### src/rtl/seg7_pkg.sv
// Shared 7-segment definitions: abcdefg patterns (seg[6]=a .. seg[0]=g),
// blank nibble code and the scan-decoder FSM state encoding.
package seg7_pkg;

  localparam logic [6:0] SEG_0     = 7'b1111110;
  localparam logic [6:0] SEG_1     = 7'b0110000;
  localparam logic [6:0] SEG_2     = 7'b1101101;
  localparam logic [6:0] SEG_3     = 7'b1111001;
  localparam logic [6:0] SEG_4     = 7'b0110011;
  localparam logic [6:0] SEG_5     = 7'b1011011;
  localparam logic [6:0] SEG_6     = 7'b0011111;
  localparam logic [6:0] SEG_7     = 7'b1110000;
  localparam logic [6:0] SEG_8     = 7'b1111111;
  localparam logic [6:0] SEG_9     = 7'b1110011;
  localparam logic [6:0] SEG_BLANK = 7'b0000000;

  localparam logic [3:0] BCD_BLANK = 4'hF;

  typedef enum logic [1:0] {
    ST_IDLE   = 2'd0,
    ST_SETTLE = 2'd1,
    ST_SAMPLE = 2'd2,
    ST_HOLD   = 2'd3
  } state_t;

endpackage

### src/rtl/seg7_scan_decoder_if.sv
// Display-bus side (seg/dig_en/clr_err) and decoded-status side of the scan decoder.
interface seg7_scan_decoder_if #(
  parameter int NUM_DIGITS = 4
);
  import seg7_pkg::*;

  localparam int IW = $clog2(NUM_DIGITS);

  logic [6:0]              seg;
  logic [NUM_DIGITS-1:0]   dig_en;
  logic                    clr_err;
  logic [4*NUM_DIGITS-1:0] bcd_out;
  logic [NUM_DIGITS-1:0]   digit_valid;
  logic [NUM_DIGITS-1:0]   blank;
  logic                    upd;
  logic [IW-1:0]           upd_idx;
  logic                    err_pulse;
  logic                    err_sticky;
  state_t                  dbg_state;

  // No backpressure: upd and err_pulse are single-cycle events that a consumer
  // must sample every cycle; upd_idx and bcd_out are valid in the cycle upd is high.
  modport master (
    output seg, dig_en, clr_err,
    input  bcd_out, digit_valid, blank, upd, upd_idx, err_pulse, err_sticky, dbg_state
  );

  modport slave (
    input  seg, dig_en, clr_err,
    output bcd_out, digit_valid, blank, upd, upd_idx, err_pulse, err_sticky, dbg_state
  );

endinterface

### src/rtl/seg7_pattern_decode.sv
// Combinational abcdefg pattern -> BCD nibble, blank flag and legality flag.
module seg7_pattern_decode
  import seg7_pkg::*;
(
  input  logic [6:0] i_seg,
  output logic [3:0] o_bcd,
  output logic       o_is_blank,
  output logic       o_is_legal
);

  always_comb begin
    o_bcd      = 4'h0;
    o_is_blank = 1'b0;
    o_is_legal = 1'b1;
    case (i_seg)
      SEG_0:     o_bcd = 4'd0;
      SEG_1:     o_bcd = 4'd1;
      SEG_2:     o_bcd = 4'd2;
      SEG_3:     o_bcd = 4'd3;
      SEG_4:     o_bcd = 4'd4;
      SEG_5:     o_bcd = 4'd5;
      SEG_6:     o_bcd = 4'd6;
      SEG_7:     o_bcd = 4'd7;
      SEG_8:     o_bcd = 4'd8;
      SEG_9:     o_bcd = 4'd9;
      SEG_BLANK: begin
        o_bcd      = BCD_BLANK;
        o_is_blank = 1'b1;
      end
      default:   o_is_legal = 1'b0;
    endcase
  end

endmodule

### src/rtl/seg7_scan_decoder.sv
// Watches a multiplexed 7-segment bus, waits for the strobe to settle, samples
// each digit and commits it once the same code is seen on consecutive scans.
module seg7_scan_decoder
  import seg7_pkg::*;
#(
  parameter int NUM_DIGITS    = 4,
  parameter int SETTLE_CYCLES = 4,
  parameter int STABLE_SCANS  = 2
) (
  input  logic              clk,
  input  logic              rst,
  seg7_scan_decoder_if.slave bus
);

  localparam int ND = NUM_DIGITS;
  localparam int IW = $clog2(NUM_DIGITS);
  localparam logic [7:0] SETTLE_LAST = 8'(SETTLE_CYCLES - 1);
  localparam logic [4:0] STABLE_N    = 5'(STABLE_SCANS);
  localparam state_t     ENTER_STATE = (SETTLE_CYCLES == 1) ? ST_SAMPLE : ST_SETTLE;

  logic [6:0]    r_seg_q;
  logic [ND-1:0] r_en_q, r_en_prev, r_cur_en;
  logic [IW-1:0] r_cur_idx;
  state_t        r_state;
  logic [7:0]    r_cnt;

  logic [3:0]    r_cand_bcd [ND];
  logic [3:0]    r_match    [ND];
  logic [ND-1:0] r_cand_blank, r_cand_vld;

  logic [4*ND-1:0] r_bcd_out;
  logic [ND-1:0]   r_digit_valid, r_blank;
  logic            r_upd, r_err_pulse, r_err_sticky;
  logic [IW-1:0]   r_upd_idx;

  logic [3:0]    w_bcd, w_next_match, w_cur_nib;
  logic          w_is_blank, w_is_legal;
  logic          w_zero, w_onehot, w_multi, w_moved;
  logic          w_same_cand, w_commit, w_changes;
  logic [IW-1:0] w_idx;

  seg7_pattern_decode u_decode (
    .i_seg      (r_seg_q),
    .o_bcd      (w_bcd),
    .o_is_blank (w_is_blank),
    .o_is_legal (w_is_legal)
  );

  assign w_zero   = (r_en_q == '0);
  assign w_onehot = $onehot(r_en_q);
  assign w_multi  = !w_zero && !w_onehot;
  // Any non-idle state abandons its digit as soon as the strobe leaves it.
  assign w_moved  = (r_state != ST_IDLE) && (r_en_q != r_cur_en);

  always_comb begin
    w_idx = '0;
    for (int i = 0; i < ND; i++) begin
      if (r_en_q[i]) w_idx = IW'(i);
    end
  end

  assign w_same_cand  = r_cand_vld[r_cur_idx] && (r_cand_bcd[r_cur_idx] == w_bcd) &&
                        (r_cand_blank[r_cur_idx] == w_is_blank);
  assign w_next_match = !w_same_cand ? 4'd0 :
                        (r_match[r_cur_idx] == 4'hF) ? 4'hF : r_match[r_cur_idx] + 4'd1;
  assign w_commit     = ({1'b0, w_next_match} + 5'd1) >= STABLE_N;
  assign w_cur_nib    = r_bcd_out[{r_cur_idx, 2'b00} +: 4];
  assign w_changes    = !r_digit_valid[r_cur_idx] || (w_cur_nib != w_bcd) ||
                        (r_blank[r_cur_idx] != w_is_blank);

  always_ff @(posedge clk or posedge rst) begin
    if (rst) begin
      r_seg_q       <= '0;
      r_en_q        <= '0;
      r_en_prev     <= '0;
      r_cur_en      <= '0;
      r_cur_idx     <= '0;
      r_state       <= ST_IDLE;
      r_cnt         <= '0;
      r_cand_blank  <= '0;
      r_cand_vld    <= '0;
      for (int i = 0; i < ND; i++) begin
        r_cand_bcd[i] <= '0;
        r_match[i]    <= '0;
      end
      r_bcd_out     <= '0;
      r_digit_valid <= '0;
      r_blank       <= '0;
      r_upd         <= 1'b0;
      r_upd_idx     <= '0;
      r_err_pulse   <= 1'b0;
      r_err_sticky  <= 1'b0;
    end else begin
      r_seg_q     <= bus.seg;
      r_en_q      <= bus.dig_en;
      r_en_prev   <= r_en_q;
      r_upd       <= 1'b0;
      r_err_pulse <= 1'b0;
      if (bus.clr_err) r_err_sticky <= 1'b0;

      if (r_state == ST_IDLE || w_moved) begin
        if (w_onehot) begin
          r_cur_en  <= r_en_q;
          r_cur_idx <= w_idx;
          r_cnt     <= '0;
          r_state   <= ENTER_STATE;
        end else begin
          r_state <= ST_IDLE;
          // A multi-hot value parked in IDLE is reported only once.
          if (w_multi && (w_moved || (r_en_q != r_en_prev))) begin
            r_err_pulse  <= 1'b1;
            r_err_sticky <= 1'b1;
          end
        end
      end else begin
        case (r_state)
          ST_SETTLE: begin
            if ((r_cnt + 8'd1) >= SETTLE_LAST) r_state <= ST_SAMPLE;
            else r_cnt <= r_cnt + 8'd1;
          end
          ST_SAMPLE: begin
            r_state <= ST_HOLD;
            if (!w_is_legal) begin
              r_err_pulse             <= 1'b1;
              r_err_sticky            <= 1'b1;
              r_cand_vld[r_cur_idx]   <= 1'b0;
              r_match[r_cur_idx]      <= '0;
            end else begin
              r_cand_vld[r_cur_idx]   <= 1'b1;
              r_cand_bcd[r_cur_idx]   <= w_bcd;
              r_cand_blank[r_cur_idx] <= w_is_blank;
              r_match[r_cur_idx]      <= w_next_match;
              if (w_commit) begin
                r_bcd_out[{r_cur_idx, 2'b00} +: 4] <= w_bcd;
                r_blank[r_cur_idx]       <= w_is_blank;
                r_digit_valid[r_cur_idx] <= 1'b1;
                if (w_changes) begin
                  r_upd     <= 1'b1;
                  r_upd_idx <= r_cur_idx;
                end
              end
            end
          end
          default: ;
        endcase
      end
    end
  end

  assign bus.bcd_out     = r_bcd_out;
  assign bus.digit_valid = r_digit_valid;
  assign bus.blank       = r_blank;
  assign bus.upd         = r_upd;
  assign bus.upd_idx     = r_upd_idx;
  assign bus.err_pulse   = r_err_pulse;
  assign bus.err_sticky  = r_err_sticky;
  assign bus.dbg_state   = r_state;

endmodule

### src/flat_wrapper.sv
// flat-port wrapper written by rule: the top's interface ports become plain ports
module seg7_scan_decoder_flat import seg7_pkg::*;
#(
  parameter int NUM_DIGITS    = 4,
  parameter int SETTLE_CYCLES = 4,
  parameter int STABLE_SCANS  = 2
)
  (clk, rst, bus_seg, bus_dig_en, bus_clr_err, bus_bcd_out, bus_digit_valid, bus_blank, bus_upd, bus_upd_idx, bus_err_pulse, bus_err_sticky, bus_dbg_state);
  seg7_scan_decoder_if #(.NUM_DIGITS(NUM_DIGITS)) bus_i ();
  input  logic clk;
  input  logic rst;
  input wire logic [$bits(bus_i.seg)-1:0] bus_seg;
  input wire logic [$bits(bus_i.dig_en)-1:0] bus_dig_en;
  input wire logic [$bits(bus_i.clr_err)-1:0] bus_clr_err;
  output wire logic [$bits(bus_i.bcd_out)-1:0] bus_bcd_out;
  output wire logic [$bits(bus_i.digit_valid)-1:0] bus_digit_valid;
  output wire logic [$bits(bus_i.blank)-1:0] bus_blank;
  output wire logic [$bits(bus_i.upd)-1:0] bus_upd;
  output wire logic [$bits(bus_i.upd_idx)-1:0] bus_upd_idx;
  output wire logic [$bits(bus_i.err_pulse)-1:0] bus_err_pulse;
  output wire logic [$bits(bus_i.err_sticky)-1:0] bus_err_sticky;
  output wire logic [$bits(bus_i.dbg_state)-1:0] bus_dbg_state;
  assign bus_i.seg = bus_seg;
  assign bus_i.dig_en = bus_dig_en;
  assign bus_i.clr_err = bus_clr_err;
  assign bus_bcd_out = bus_i.bcd_out;
  assign bus_digit_valid = bus_i.digit_valid;
  assign bus_blank = bus_i.blank;
  assign bus_upd = bus_i.upd;
  assign bus_upd_idx = bus_i.upd_idx;
  assign bus_err_pulse = bus_i.err_pulse;
  assign bus_err_sticky = bus_i.err_sticky;
  assign bus_dbg_state = bus_i.dbg_state;
  seg7_scan_decoder #(.NUM_DIGITS(NUM_DIGITS), .SETTLE_CYCLES(SETTLE_CYCLES), .STABLE_SCANS(STABLE_SCANS)) u_core (.clk(clk), .rst(rst), .bus(bus_i));
endmodule
### config.mk
export PLATFORM = sky130hd
export DESIGN_NAME = seg7_scan_decoder_flat
export DESIGN_NICKNAME = d
export VERILOG_FILES = /design/src/rtl/seg7_pkg.sv /design/src/rtl/seg7_scan_decoder_if.sv /design/src/rtl/seg7_pattern_decode.sv /design/src/rtl/seg7_scan_decoder.sv /design/src/flat_wrapper.sv
export SDC_FILE = /design/constraint.sdc
export NUM_CORES = 1
export LEC_CHECK = 0
export BUFFER_PORTS_ARGS = -buffer_cell sky130_fd_sc_hd__buf_2
export CORE_MARGIN = 1
export CORE_UTILIZATION = 65
export CTS_CLUSTER_SIZE = 16
export DETAILED_ROUTE_END_ITERATION = 10
export GPL_TIMING_DRIVEN = 1
export PLACE_DENSITY = 0.86
export SKIP_LAST_GASP = 1
export SLEW_MARGIN = 20
export SYNTH_ARGS = -nofsm -noshare
export SYNTH_HDL_FRONTEND = slang
export SYNTH_HIERARCHICAL = 1
export SYNTH_SLANG_ARGS = --single-unit
export TNS_END_PERCENT = 10
### constraint.sdc
create_clock -name clk -period 7.2 [get_ports clk]
set_input_delay 0.72 -clock clk [delete_from_list [all_inputs] [get_ports clk]]
set_output_delay 0.72 -clock clk [all_outputs]
set_load 0.02 [all_outputs]
# Word level (Yosys, flattened, before mapping)
# Index checks and enable logic that the tools add are counted.
[word_totals]
reg_bits = 100
in_bits = 14
output_inout_bits = 31
[classes]
addsub = 7
order_cmp = 6
n_eq_ne = 23
n_shift = 3
mux = 57
bitwise_logic = 8
n_reduce_logical = 28
[ops]
columns = ["operator", "n"]
rows = [
  ["equality test 7 bit, second input constant", 7],
  ["bitwise mux 16 bit", 3],
  ["case mux 4 bit (10 select lines)", 1],
  ["2-to-1 mux 4 bit", 8],
  ["2-to-1 mux 8 bit", 4],
  ["2-to-1 mux 1 bit", 25],
  ["AND 16 bit", 1],
  ["binary-select mux 4 bit (select 2 bit)", 2],
  ["2-to-1 mux 16 bit", 1],
  ["inverter 16 bit", 1],
  ["variable shift 4 x 6 -> 16 bit, first input constant", 1],
  ["variable part select 16 x 5 -> 4 bit", 1],
  ["variable part select 4 x 6 -> 16 bit", 1],
  ["equality test 7 x 6 -> 1 bit, second input constant", 2],
  ["!= test 4 bit", 3],
  ["OR reduction 11 bit", 1],
  ["adder 8 x 1 -> 8 bit, second input constant", 1],
  ["binary-select mux 1 bit (select 2 bit)", 4],
  ["bitwise mux 4 bit", 2],
  ["demux 4 bit (select 2 bit)", 1],
  [">= comparator 8 x 2 -> 1 bit, second input constant", 1],
  ["2-to-1 mux 2 bit", 4],
  ["OR 4 bit", 2],
  ["equality test 7 x 5 -> 1 bit, second input constant", 1],
  ["37 further kinds", 54],
]

# Longest topological paths before layout
# Gate-level depths: netlist of run 1.
[logic_depth]
word_depth = 14
mapped_depth = 17
ltp_nobuf = 15

# Hierarchy
# Netlist of run 1, hierarchy kept.
[modules_own_cells]
columns = ["mod", "instances", "cells_per_inst", "area_each_um2", "seq_area_each_um2"]
rows = [
  ["seg7_scan_decoder", 1, 424, 5079.9, 2502.4],
  ["seg7_pattern_decode", 1, 37, 266.5, 0.0],
]

# Least setup slack after synthesis of run 1
# Ideal clock, no wire load.
[synth_timing]
kind = "register to register"
from = "reg u_core.r_seg_q[1]"
to = "reg u_core.r_bcd_out[10], in the netlist u_core/bus.bcd_out[10]"
setup_time_ns = 0.125
t_arrival_ns = 4.000
required_ns = 7.075
path_slack_ns = 3.075
stages_incl_launch_ff = 14
path_buffers = 1
period_less_slack_ns = 4.125
cell_sequence = "dfrtp_1 > nor4_1 > and2_1 > o21bai_1 > clkbuf_1 > xnor2_1 > o41a_1 > a211oi_1 > ha_1 > nor2_1 > nand4_1 > nor3_2 > a2111oi_4 > mux2_2"
[synth_via]
elab_cells_between_ends = 25
[synth_rtl]
columns = ["element", "line", "source"]
rows = [
  ["start: declaration", "seg7_scan_decoder.sv:21", "logic [6:0] r_seg_q;"],
  ["start signal: assignment", "seg7_scan_decoder.sv:94", "r_seg_q <= bus.seg;"],
  ["logical NOT 7 bit", "seg7_pattern_decode.sv:15", "case (i_seg)"],
  ["2-to-1 mux 1 bit", "seg7_pattern_decode.sv:15", ""],
  ["via u_core.w_is_blank", "seg7_scan_decoder.sv:37", "logic w_is_blank, w_is_legal;"],
  ["equality test 1 bit", "seg7_scan_decoder.sv:63", "(r_cand_blank[r_cur_idx] == w_is_blank);"],
  ["logical AND 1 bit", "seg7_scan_decoder.sv:62", "assign w_same_cand = r_cand_vld[r_cur_idx] && (r_cand_bcd[r_cur_idx] == w_bcd) &&"],
  ["2-to-1 mux 4 bit", "seg7_scan_decoder.sv:64", "assign w_next_match = !w_same_cand ? 4'd0 :"],
  ["adder 4 x 1 -> 5 bit", "seg7_scan_decoder.sv:66", "assign w_commit = ({1'b0, w_next_match} + 5'd1) >= STABLE_N;"],
  [">= comparator 5 x 2 -> 1 bit", "seg7_scan_decoder.sv:66", ""],
  ["AND reduction 4 bit (no source line)", "-", ""],
  ["end signal: indexed assignment", "seg7_scan_decoder.sv:134", "r_bcd_out[{r_cur_idx, 2'b00} +: 4] <= w_bcd;"],
  ["end: declaration", "seg7_scan_decoder.sv:31", "logic [4*ND-1:0] r_bcd_out;"],
]
# The timed path passes the listed nets, and every way through them passes these cells.
# A chain may end at the register's enable or synchronous reset.

# Worst setup path after layout of run 1
[layout_timing]
from = "reg u_core.r_seg_q[1]"
to = "reg u_core.r_bcd_out[9], in the netlist u_core/bus.bcd_out[9]"
# Same word-level chain as after synthesis.

==> impl_metrics.py, run 1 <==
metrics = {
    "setup_path": {
        "worstReg2RegStart": "u_core/r_seg_q[1]$_DFF_PP0_",
        "cp.arrival_ps": 5070,
        "crit_type": "flip-flop to flip-flop",
        "cp-startpoint": "u_core/r_seg_q[1]$_DFF_PP0_",
        "startpoint_type": "flip-flop",
        "required_ps": 7450,
        "path_max_fanout": 15,
        "end_kind": "flip-flop",
    },
    "placement": {
        "place_hpwl_um": 7920,
        "place_congestion": 0.851,
        "portBuffers": 44,
    },
    "die": {
        "die_y_um": 92.7,
        "ioPinCount": 45,
        "initial_core_util": 0.681,
        "fp.coreArea_um2": 7850,
        "die-area_um2": 8590,
        "die-width_um": 92.7,
        "rows": 32,
    },
    "synth": {
        "synth_top_area_frac": 0.468,
        "async_flop_share": 1.00,
        "netlist_instances": 461,
        "yosysUniqueCellTypes": 55,
        "synthTopCellsByCount": "100 x dfrtp_1, 51 x mux2_2, 42 x nand2_1",
        "yosysTopAreaCell": "dfrtp_1",
        "synth.area.top_cells": "dfrtp_1 47%, mux2_2 11%, ha_1 3.7%",
        "seq_area_frac_synth": 0.468,
        "ys_warn_count": 6,
        "synth.avg_cell_area_um2": 11.6,
        "ys.flop_type": "dfrtp_1",
        "synth_edf_count": 0,
        "synth_seq_cells": 100,
        "synthesis.area_um2": 5350,
        "synth_most_common_cell": "dfrtp_1",
        "synth_nets": 492,
    },
    "detailed_routing": {
        "wl_per_cell_um": 18.7,
        "vias": 3774,
        "first_pass_iters": 5,
        "antenna_left": 0,
        "drt_iter0_markers": 272,
        "wl_um": 11400,
        "viasPerCell": 6.20,
        "drc": 0,
    },
    "global_route": {
        "grt_pass1_wl_um": 18900,
        "grt_pass1_vias": 3816,
        "grt_max_degree": 66,
        "antenna_found_initial": 0,
        "grt_overflow": 0,
        "grtUsageTotal": 0.287,
    },
    "timing": {
        "finalCriticalPeriod_ps": 4810,
        "fmax_mhz": 208,
        "fin_crit_sh": 0.668,
        "grt_setup_unrepaired": "no",
        "drv_slew": 0,
        "hold_violations": 0,
        "setup_viol": 0,
        "tightest_slew_ps": 806,
        "finalSetupTns_ps": 0,
        "slew_headroom": 0.462,
        "finalClockSkew_ps": 9.98,
    },
    "power": {
        "combPwrFrac": 0.255,
        "p_seq_frac": 0.464,
        "power_density_nw_per_um2": 233,
        "leakagePower_nw": 2.78,
        "p_sw_frac": 0.339,
        "ir_drop_uv": 194,
        "pwr-share-clk": 0.281,
        "internal-power_mw": 0.896,
        "switchingPower_mw": 0.460,
    },
    "cts": {
        "cts_tree": "built",
        "clk_pin_slew_ps": 100,
        "cts_made_buffers": 9,
        "clock_path_buffers": 2,
        "numClockSinks": 100,
        "root_buffer": "clkbuf_8",
        "htree_levels": 3,
        "ctsHoldBuffers": 0,
        "post_cts_resized": 0,
        "post_cts_buffers": 0,
        "clkLatencyLatePin_ps": 360,
    },
    "final_layout": {
        "n_antenna_cell": 0,
        "final_layout_size_suffix_gt1_frac": 0.270,
        "final_core_util": 0.743,
        "final_nets": 533,
        "areaGrowthSynthToFinish_pct": 9.03,
        "fillers": 530,
    },
    "flow_run": {
        "cap_violations": 0,
    },
    "worst_hold_path": {
        "hp-class": "input port to asynchronous set/reset pin",
    },
    "run_status": {
        "outcome": "finished clean",
    },
}
[critical path: stages (launching register included)]
cell       delay, ps
dfrtp_1          470
nor4_1           360
and2_1           550
o21bai_1         440
xnor2_1          150
o41a_1           450
a211oi_1         490
ha_1             370
nor2_1           120
nand4_1          170
nor3_4           610
a2111oi_4        170
mux2_2           340
[through the flow]
step	setup slack, ps	hold slack [ps]	instances	instance area (um2)	total power, mW
after CTS	2190	368	609	5810	1.35
after floorplan	3070	429	461	5350	0.909
after global routing	2000	394	609	5830	1.41
after detailed placement	2240	458	593	5590	0.970
after global placement	2420	440	593	5590	0.959
final	2390	361	609	5830	1.36
[placed cells by master (no fill, tap or decap), types with 3 or more instances in the layout]
master,instances
a21oi_1,7
nor2_1,20
clkbuf_8,12
nand2b_1,11
or4_1,4
or2_2,4
buf_2,44
nor4_1,3
xor2_1,12
ha_1,16
mux4_2,3
mux2_2,51
nand2_1,42
o31ai_1,4
mux4_1,3
and3_1,11
a211oi_1,9
nand4_1,4
inv_1,22
nor3_1,6
o21ai_0,16
o211ai_1,3
xnor2_1,17
dfrtp_1,100
a31oi_1,3
a2111oi_4,5
nand3_1,11
buf_4,4
nor3b_1,4
o22ai_1,3
mux2i_1,19
[power groups by stage]
stage | registers [mW] | logic [mW] | clock network, mW
2_1_floorplan | 0.627 | 0.282 | 0
3_3_place_gp | 0.637 | 0.322 | 0
3_5_place_dp | 0.639 | 0.331 | 0
4_1_cts | 0.629 | 0.333 | 0.388
5_1_grt | 0.632 | 0.375 | 0.407
6_report | 0.629 | 0.346 | 0.381
[cells by family (layout without fill, tap and decap cells)]
logic type	after synthesis	after routing	synth area share
adder cells (fa/ha/maj)	17	17	0.0412
flip-flops	100	100	0.468
XOR/XNOR	29	29	0.0475
AO/OA/AOI/OAI	67	67	0.104
multiplexers	76	76	0.170
AND/OR/NAND/NOR	131	131	0.128
buffers and inverters	41	87	0.0412
[registers in the layout, indices dropped and copies added (netlist names), named ones only]
register,flops
u_core/r_seg_q,7
u_core/r_cur_en,4
u_core/r_en_prev,4
u_core/bus.upd,1
u_core/bus.err_pulse,1
u_core/bus.digit_valid,4
u_core/r_cand_bcd,16
u_core/bus.bcd_out,16
u_core/r_cnt,8
u_core/bus.dbg_state,2
u_core/r_match,16
u_core/bus.blank,4
u_core/bus.err_sticky,1
u_core/r_cur_idx,2
u_core/r_en_q,4
u_core/bus.upd_idx,2
u_core/r_cand_blank,4
[path summary, 6_finish.rpt]
path	end	slack (ps)	cells after the start
worst max register to register	u_core/bus.bcd_out[9]$_DFFE_PP0P_	2390	12
worst min register to register	u_core/r_en_prev[0]$_DFF_PP0_	470	0
worst max-delay path	u_core/bus.bcd_out[9]$_DFFE_PP0P_	2390	12
worst min-delay path	u_core/r_en_q[2]$_DFF_PP0_	360	2
min in group clk	u_core/r_en_q[3]$_DFF_PP0_	450	1
max in group asynchronous	u_core/r_match[0]$_DFFE_PP0P_	5670	3
[cell type report]
class	count	area, um2	share of cell area
timing repair buffer	48	250	0.0429
clock buffer	12	165	0.0283
inverter	23	88.8	0.0152
tap	102	128	0.0219
clock inverter	4	55.1	0.00944
sequential	100	2500	0.429
multi-input combinational	320	2640	0.453
[routing by layer]
layer / GRT usage / share of wire / up-vias
met2: 0.480 / 0.51 / 120
li1: - / - / 1731
met3: 0.0501 / 0.051 / 12
met4: 0.0897 / 0.010 / 0
met5: 0 / 0 / -
met1: 0.384 / 0.43 / 1911
Power figures use the tool's default switching activity.
==> run 2, diff against run 1 <==
- ABC_AREA: unset -> 1
- CORE_UTILIZATION: 65 -> 54
- PLACE_DENSITY: 0.86 -> 0.76
- clock period: 7.2 -> 4.1 ns (I/O delays scaled with it)
==> run 2 against run 1 <==
Fmax is 44% higher. Area after synthesis is 2.0% lower. Clock skew is 2.4 ps lower. Worst hold slack worse by 230 ps. Total power is 100% higher. Sequential share of layout area is 0.43 points higher. Setup slack worse by 1600 ps. Clock-buffer cell count is 3 lower. First-iteration DRC count is 43% higher. Critical endpoint is now u_core/bus.bcd_out[12]$_DFFE_PP0P_. Highest routed layer unchanged.
==> impl_metrics.py, run 2 <==
metrics = {
    "run_status": {
        "outcome": "finished clean",
    },
    "cts": {
        "root_buffer": "clkbuf_8",
        "ctsHoldBuffers": 0,
        "post_cts_resized": 0,
        "post_cts_buffers": 0,
        "cts_tree": "built",
        "clkLatencyLatePin_ps": 370,
        "clock_path_buffers": 2,
        "htree_levels": 3,
        "clk_pin_slew_ps": 100,
        "cts_made_buffers": 9,
        "numClockSinks": 100,
    },
    "synth": {
        "synthTopCellsByCount": "204 x nand2_1, 100 x dfrtp_1, 64 x inv_1",
        "synth.area.top_cells": "dfrtp_1 48%, nand2_1 15%, o21ai_0 5.3%",
        "synth_top_area_frac": 0.477,
        "ys.flop_type": "dfrtp_1",
        "synth_nets": 701,
        "synth.avg_cell_area_um2": 7.82,
        "async_flop_share": 1.00,
        "synth_edf_count": 0,
        "yosysTopAreaCell": "dfrtp_1",
        "netlist_instances": 670,
        "seq_area_frac_synth": 0.477,
        "yosysUniqueCellTypes": 34,
        "synth_most_common_cell": "nand2_1",
        "synth_seq_cells": 100,
        "ys_warn_count": 6,
        "synthesis.area_um2": 5240,
    },
    "power": {
        "finalPower_mw": 2.73,
        "leakagePower_nw": 2.92,
        "power_density_nw_per_um2": 473,
        "ir_drop_uv": 285,
    },
    "setup_path": {
        "startpoint_type": "flip-flop",
        "path_max_fanout": 27,
        "end_kind": "flip-flop",
        "slowest_stage": "dfrtp_1",
        "crit_type": "flip-flop to flip-flop",
        "crit_path_cell_trace": "nor3_1 > o21ai_0 > nand4_1 > inv_1 > nand3_1 > nand2_1 > nor2_1 > inv_1 > nor2_4 > nand2_1 > inv_1 > ha_1 > nor2_1 > nand2_2 > nor2_4 > nand2_4 > nand3_1 > nand2_1 > nand2_1",
        "cpMostUsedCell": "nand2_1",
        "cpPeakStageDelay_ps": 440,
        "required_ps": 4420,
        "cp.arrival_ps": 3660,
    },
    "global_route": {
        "grt_overflow": 0,
        "met3_usage": 0.0444,
        "grt_pass1_vias": 4421,
        "grt_busiest_layer": "met2",
        "met2_usage": 0.421,
        "antenna_found_initial": 0,
        "met1_usage": 0.348,
        "grt_max_degree": 71,
        "grtUsageTotal": 0.260,
        "grt_pass1_wl_um": 20500,
    },
    "die": {
        "die_y_um": 101,
        "fp.coreArea_um2": 9330,
        "rows": 35,
        "ioPinCount": 45,
        "die-width_um": 101,
        "die-area_um2": 10100,
        "initial_core_util": 0.562,
    },
    "detailed_routing": {
        "first_pass_iters": 5,
        "antenna_left": 0,
        "wl_per_cell_um": 14.4,
        "drc": 0,
        "drt_iter0_markers": 388,
        "vias": 4626,
        "wl_um": 12200,
        "viasPerCell": 5.48,
    },
    "timing": {
        "grt_setup_unrepaired": "no",
        "tightest_slew_ps": 853,
        "setup_viol": 0,
        "fin_crit_sh": 0.815,
        "fmax_mhz": 299,
        "drv_slew": 0,
        "slew_headroom": 0.431,
        "finalClockSkew_ps": 7.62,
        "finalCriticalPeriod_ps": 3340,
        "finalSetupTns_ps": 0,
        "hold_violations": 0,
    },
    "final_layout": {
        "final_common_cell": "nand2_1",
        "areaGrowthSynthToFinish_pct": 10.1,
        "n_antenna_cell": 0,
        "layout_common_cells": "204 x nand2_1, 100 x dfrtp_1, 63 x inv_1, 56 x o21ai_0, 53 x nand3_1",
        "final_nets": 741,
        "fillers": 819,
        "final_layout_size_suffix_gt1_frac": 0.127,
    },
    "placement": {
        "place_hpwl_um": 8510,
        "place_congestion": 0.868,
        "portBuffers": 44,
    },
    "worst_hold_path": {
        "hp-class": "input port to flip-flop",
    },
    "flow_run": {
        "cap_violations": 0,
    },
}
==> run 2: cell types whose count changed after synthesis, sizes merged, moves of 11 or more <==
cell / change
nand2: +173
nor2: +38
mux2: -51
nand4: +18
xnor2: -15
nand2b: -11
and3: -11
mux2i: -19
inv: +46
o21ai: +48
nand3: +41
==> run 2: path summary, 6_finish.rpt <==
check	from	to	slack, ps	cells after the start
worst max register to register	u_core/r_seg_q[4]$_DFF_PP0_	u_core/bus.bcd_out[12]$_DFFE_PP0P_	760	19
min in group asynchronous	rst	u_core/r_cnt[2]$_DFFE_PP0P_	210	2
worst min-delay path	bus_dig_en[3]	u_core/r_en_q[3]$_DFF_PP0_	140	1
worst max-delay path	u_core/r_seg_q[4]$_DFF_PP0_	u_core/bus.bcd_out[12]$_DFFE_PP0P_	760	19
max in group asynchronous	rst	u_core/r_cand_bcd[14]$_DFFE_PP0P_	2970	3
worst min register to register	u_core/bus.upd_idx[1]$_DFFE_PP0P_	u_core/bus.upd_idx[1]$_DFFE_PP0P_	480	2
==> run 2: per-stage QoR <==
step                      utilization  instance area [um2]  setup WS [ps]  cells  hold slack (ps)
after floorplan                     -                 5240           1070    670              427
after global placement          0.594                 5540            927    828              455
after detailed placement        0.594                 5540            800    828              461
after CTS                       0.619                 5770            774    844              121
after global routing            0.619                 5770            430    844              108
final                           0.619                 5770            758    844              136
==> run 2: worst max-delay path: cells and delay by family, from the launching register on <==
family | cells | cell delay (ps)
buffers and inverters | 3 | 390
DFF | 1 | 440
and+or+nand+nor | 14 | 2050
AOI/OAI and AO/OA | 1 | 170
adders and majority gates | 1 | 230
==> run 2: layout make-up <==
class / instances / area [um2] / area share
clock inverter: 7 / 106 / 0.0184
timing repair buffer: 48 / 250 / 0.0434
clock buffer: 9 / 124 / 0.0215
sequential: 100 / 2500 / 0.434
inverter: 70 / 265 / 0.0460
tap: 129 / 161 / 0.0280
multi-input combinational: 481 / 2360 / 0.409
==> run 2: cells by family (layout without fill, tap and decap cells) <==
group	after synthesis	in the layout	share of synthesized area
flip-flops	100	100	0.477
buffers and inverters	89	134	0.0719
XOR/XNOR	10	10	0.0167
adder cells (fa/ha/maj)	17	17	0.0420
AND/OR/NAND/NOR	362	362	0.299
AO/OA/AOI/OAI	92	92	0.0929
==> run 2: report_power, final <==
| part | leakage, nW | internal (mW) | total [mW] | switching (mW) |
|---|---|---|---|---|
| Combinational | 1.46 | 0.258 | 0.948 | 0.690 |
| Clock | 0.116 | 0.354 | 0.719 | 0.364 |
| Sequential | 1.34 | 1.03 | 1.06 | 0.0345 |
| Total | 2.92 | 1.64 | 2.73 | 1.09 |
==> run 2: metal layers <==
layer | up-vias | routed length [um] | part of all wire
met5 | - | 0 | 0
met1 | 2181 | 5310 | 0.44
met4 | 0 | 328 | 0.027
met2 | 169 | 5810 | 0.48
li1 | 2244 | - | -
met3 | 32 | 709 | 0.058
